`src/rtl/stage_sequencer.sv`:
```
// rtl/stage_sequencer.sv - multicycle per-stage enable sequencer with stall, immediate fetch, memory skip and halt
module stage_sequencer #(
  parameter int NUM_STAGES = 5,
  parameter int MEM_STAGE  = 3,
  parameter int CNT_WIDTH  = 16
) (
  input  logic                  clk_i,
  input  logic                  rst_ni,
  input  logic                  start_i,
  input  logic                  halt_req_i,
  input  logic                  stall_i,
  input  logic                  need_imm_i,
  input  logic                  skip_mem_i,
  output logic [NUM_STAGES-1:0] stage_en_o,
  output logic                  imm_fetch_o,
  output logic                  pc_inc_o,
  output logic                  retire_o,
  output logic                  busy_o,
  output logic [CNT_WIDTH-1:0]  instr_count_o
);

  localparam logic [2:0] LAST_IDX = 3'(NUM_STAGES - 1);
  localparam logic [2:0] MEM_IDX  = 3'(MEM_STAGE);
  localparam logic       SKIP_EN  = (MEM_STAGE != 0);

  typedef enum logic [1:0] {
    S_IDLE  = 2'd0,
    S_STAGE = 2'd1,
    S_IMM   = 2'd2
  } state_e;

  state_e               state_q, state_d;
  logic [2:0]           idx_q, idx_d;
  logic                 imm_q, imm_d;
  logic                 skip_q, skip_d;
  logic                 halt_pending_q, halt_pending_d;
  logic [CNT_WIDTH-1:0] count_q, count_d;

  logic run;
  logic at_last;
  logic go_idle;

  // Stage following s_nxt-1, hopping over the memory stage when this instruction skips it
  function automatic logic [2:0] advance(input logic [2:0] s_nxt, input logic skip);
    if (SKIP_EN && skip && (s_nxt == MEM_IDX)) begin
      return 3'(s_nxt + 3'd1);
    end
    return s_nxt;
  endfunction

  assign run     = (state_q != S_IDLE) && !stall_i;
  assign at_last = (state_q == S_STAGE) && (idx_q == LAST_IDX);
  assign go_idle = halt_pending_q || (halt_req_i && !start_i);

  // Output decode from the registered state; a stall masks every strobe but not busy
  always_comb begin
    stage_en_o    = '0;
    imm_fetch_o   = 1'b0;
    pc_inc_o      = 1'b0;
    retire_o      = 1'b0;
    busy_o        = (state_q != S_IDLE);
    instr_count_o = count_q;
    if (run) begin
      if (state_q == S_IMM) begin
        stage_en_o  = NUM_STAGES'(1);
        imm_fetch_o = 1'b1;
        pc_inc_o    = 1'b1;
      end else begin
        stage_en_o = NUM_STAGES'(1) << idx_q;
        pc_inc_o   = (idx_q == 3'd0);
        retire_o   = at_last;
      end
    end
  end

  // Next-state logic: sequence advance, decode-time flag capture and halt bookkeeping
  always_comb begin
    state_d        = state_q;
    idx_d          = idx_q;
    imm_d          = imm_q;
    skip_d         = skip_q;
    halt_pending_d = halt_pending_q;
    count_d        = count_q;
    case (state_q)
      S_IDLE: begin
        if (start_i) begin
          state_d = S_STAGE;
          idx_d   = 3'd0;
        end
      end
      S_IMM: begin
        if (!stall_i) begin
          state_d = S_STAGE;
          idx_d   = advance(3'd2, skip_q);
        end
      end
      S_STAGE: begin
        if (!stall_i) begin
          if (idx_q == 3'd0) begin
            idx_d = 3'd1;
          end else if (idx_q == 3'd1) begin
            imm_d  = need_imm_i;
            skip_d = skip_mem_i;
            if (need_imm_i) begin
              state_d = S_IMM;
            end else begin
              idx_d = advance(3'd2, skip_mem_i);
            end
          end else if (at_last) begin
            imm_d  = 1'b0;
            skip_d = 1'b0;
            idx_d  = 3'd0;
            if (go_idle) begin
              state_d = S_IDLE;
            end
          end else begin
            idx_d = advance(3'(idx_q + 3'd1), skip_q);
          end
        end
      end
      default: begin
        state_d = S_IDLE;
        idx_d   = 3'd0;
      end
    endcase
    if (state_q != S_IDLE) begin
      halt_pending_d = halt_pending_q | halt_req_i;
    end
    if (state_d == S_IDLE) begin
      halt_pending_d = 1'b0;
    end
    if (retire_o) begin
      count_d = count_q + CNT_WIDTH'(1);
    end
  end

  // State register with asynchronous active-low reset; an abandoned instruction never retires
  always_ff @(posedge clk_i or negedge rst_ni) begin
    if (!rst_ni) begin
      state_q        <= S_IDLE;
      idx_q          <= 3'd0;
      imm_q          <= 1'b0;
      skip_q         <= 1'b0;
      halt_pending_q <= 1'b0;
      count_q        <= '0;
    end else begin
      state_q        <= state_d;
      idx_q          <= idx_d;
      imm_q          <= imm_d;
      skip_q         <= skip_d;
      halt_pending_q <= halt_pending_d;
      count_q        <= count_d;
    end
  end

endmodule
```
`config.mk`:
```
export PLATFORM = sky130hd
export DESIGN_NAME = stage_sequencer
export DESIGN_NICKNAME = d
export VERILOG_FILES = /design/src/rtl/stage_sequencer.sv
export SDC_FILE = /design/constraint.sdc
export NUM_CORES = 1
export LEC_CHECK = 0
export BUFFER_PORTS_ARGS = -buffer_cell sky130_fd_sc_hd__buf_2
export CORE_ASPECT_RATIO = 1.25
export CORE_MARGIN = 4
export CORE_UTILIZATION = 40
export CTS_CLUSTER_SIZE = 12
export DETAILED_ROUTE_END_ITERATION = 12
export REMOVE_ABC_BUFFERS = 1
export SLEW_MARGIN = 20
export SYNTH_ARGS = -nofsm -noshare
export SYNTH_HDL_FRONTEND = slang
export SYNTH_SLANG_ARGS = --single-unit
```
`constraint.sdc`:
```
create_clock -name clk_i -period 3.3 [get_ports clk_i]
set_clock_uncertainty 0.05 [all_clocks]
set_input_delay 0.165 -clock clk_i [delete_from_list [all_inputs] [get_ports clk_i]]
set_output_delay 0.165 -clock clk_i [all_outputs]
set_load 0.05 [all_outputs]
```
==> results by group <==
Die
  • Row count: 24
  • Die width: 62.3 µm
  • Initial Utilization: 42.0%
  • Die area: 4730 µm²
  • CORE AREA: 3510 µm²
  • Die height: 75.9 µm
  • I/O pin total: 32

Logic synthesis
  • Post-synth EDFFs: 0
  • Netlist cell types: 43
  • #FFs+latches synth: 23
  • Synth Area in XOR/XNOR: 9.51%
  • Post-synthesis mux area share: 1.44%
  • Synth Area in Compound Gates: 9.34%
  • Area fraction of the dominant cell type after synthesis: 39.0%
  • Sequential element share of the synthesized area: 39.0%
  • Largest family of logic cells by synthesized area: simple AND/OR/NAND/NOR gates
  • Ys async rst share: 100%
  • Primary FF master, synth: dfrtp_1
  • Synth area leaders: dfrtp_1 (39%), ha_1 (9.3%), xnor2_1 (7.7%), nand2_1 (3.3%), nor2b_1 (2.1%)
  • Simple-Gate Fraction of Synth Area: 27.2%
  • Post-Syn Area: 1470 µm²
  • Adder-cell share of the synthesized area: 9.34%
  • Leading area contributor after synthesis: dfrtp_1
  • Most frequent cells after synthesis: dfrtp_1 (23), nand2_1 (13), xnor2_1 (13)
  • Syn Inst Count: 146
  • Top-count cell post-synth: dfrtp_1
  • Synthesized area per cell: 10.1 µm²
  • Ys Warns: 0

Worst setup path
  • Slowest stage cell, crit path: dfrtp_1
  • Critical Path AT: 2.06 ns
  • Largest fanout on the critical path: 10
  • CP Capture Type: primary output
  • Worst EP required: 3.08 ns
  • Startpoint Class: register
  • CP max stage delay: 0.45 ns
  • Crit-path cells: inv_1 > ha_1 > nand3_2 > nor4_4 > buf_2
  • Critical path class: reg2out

GRT
  • Largest net degree at the start of global routing: 24
  • GRT Util Overall: 14.7%
  • Vias in the first global route: 1,176
  • First-pass GRT wire length: 5590 µm
  • Remaining global-route overflow: 0
  • Initial antenna violation count: 0

Clocking
  • Clk buf depth: 2
  • Clock root buffer: clkbuf_8
  • Cts hold-fix bufs: 1
  • Post-CTS Setup Repair Bufs: 0
  • Clk sinks: 23
  • CTS tree: built
  • Resized cells post-CTS: 0
  • H-tree Lvls: 1
  • CTS clock-pin slew for the worst setup and hold paths: 0.08 ns
  • Num CTS Buffers: 3
  • Worst skew pair latency: 0.26 ns

Timing
  • Period utilisation layout: 68.8%
  • Final min period: 2.27 ns
  • Hold slack: 0.177 ns
  • Setup TNS Final: 0 ns
  • Endpoints failing setup: 0
  • Slew @ Worst Pin: 0.516 ns
  • F_max: 440 MHz
  • RSZ-0062 raised after global routing: no
  • Hold Fails Final Rpt: 0
  • Slew Limit Headroom: 65.6%
  • Fin. max-slew vios: 0

Pwr
  • Design internal power: 0.538 mW
  • Switching power total: 0.400 mW
  • Clk pwr share: 18.8%
  • Sequential Power Share: 36.5%
  • Share of power burned in combinational logic: 44.7%
  • PwrDens: 551 nW/µm²
  • Sw frac: 42.6%
  • Pleak: 0.820 nW
  • Peak VDD IR: 0.400 mV

Drt
  • Via count: 1,196
  • DR pass1 iterations: 4
  • Detail Route Antenna Nets: 0
  • Avg WL per Cell: 14.8 µm
  • WL final: 3200 µm
  • Drc violations: 0
  • DR vias/cell: 5.54
  • Detailed router's first-iteration violation count: 62

Place
  • Detailed placement HPWL: 2450 µm
  • Port Buffers: 31
  • Global placement routability congestion: 0.915
  • Area post-placement: 1650 µm²

Final layout
  • Storage element area: 576 µm²
  • Design area: 1700 µm²
  • ANT cells: 0
  • # fillers: 348
  • Area Overhead vs Synth: 15.6%
  • Final-stage net count: 196
  • Multi-input gate area: 838 µm²
  • Layout cells sized above 1: 24.3%

Run status
  • Status: finished clean

Min path
  • Worst min path class: in2reg

Run
  • Max cap viols: 0
layout make-up:
| type | instances | share of cell area [%] |
|---|---|---|
| Tap cell | 39 | 2.86 |
| Multi-Input combinational cell | 110 | 49.2 |
| Clock buffer | 3 | 2.42 |
| Timing Repair Buffer | 32 | 9.69 |
| Clock inverter | 1 | 0.294 |
| Inverter | 8 | 1.76 |
| Sequential cell | 23 | 33.8 |
metal layers:
| layer | GRT usage, % | share of wire, % | vias up | routed length [µm] |
|---|---|---|---|---|
| li1 | - | - | 583 | - |
| met1 | 18.6 | 46 | 584 | 1470 |
| met2 | 24.9 | 49 | 27 | 1570 |
| met3 | 1.92 | 3.4 | 2 | 110 |
| met4 | 7.31 | 1.3 | 0 | 40 |
| met5 | 0 | 0 | - | 0 |
cells in the final DEF, fill, tap and decap left out, drive strengths merged, types with 5 or more instances in the layout:
master	instances
buf	31
dfrtp	23
nand2	13
xnor2	13
ha	11
inv	8
o21ai	7
nand3	6
nor2b	5
and2	5
nor3	5
worst max-delay path, delay by kind of cell, from the launching register on:
family        cells  cell delay, ns
fa+ha+maj         1            0.37
buf+inv           2            0.45
flops             1            0.45
simple gates      2            0.52
sequential cells by signal, summed over array words and instances (netlist names):
register,cells
instr_count_o,16
idx_q,3
state_q,2
halt_pending_q,1
skip_q,1
path summary, 6_finish.rpt:
| kind | from | end | slack, ns | cells after the start |
|---|---|---|---|---|
| min reg2reg | instr_count_o[15] | instr_count_o[15] | 0.42 | 1 |
| min in group asynchronous | rst_ni | instr_count_o[2] | 0.36 | 2 |
| min | halt_req_i | halt_pending_q | 0.18 | 3 |
| max reg2reg | idx_q[2] | idx_q[0] | 1.21 | 7 |
| max in group asynchronous | rst_ni | skip_q | 2.50 | 2 |
| max | state_q[1] | retire_o | 1.03 | 5 |
power groups by stage:
stage	Sequential, mW	Clock (mW)	Combinational (mW)
after detailed placement	0.348	0	0.416
after global routing	0.345	0.196	0.459
after CTS	0.341	0.184	0.420
after floorplan	0.341	0	0.317
final	0.343	0.176	0.420
after global placement	0.344	0	0.410
metrics by stage:
step	power [mW]	cells	util (%)	setup WS [ns]
after global placement	0.754	211	46.9	1.26
after global routing	1.00	216	48.5	0.868
after floorplan	0.658	141	-	0.0148
after CTS	0.946	216	48.5	1.03
final	0.939	216	48.5	1.03
after detailed placement	0.764	211	46.9	1.24
cell families (layout without fill, tap and decap cells):
logic type / count (synthesis) / after routing
buf+inv: 13 / 44
fa+ha+maj: 11 / 11
xor+xnor: 16 / 16
mux: 2 / 2
flops: 23 / 23
compound gates: 21 / 21
simple gates: 60 / 60
No activity file was read; power rests on OpenSTA's default activity.
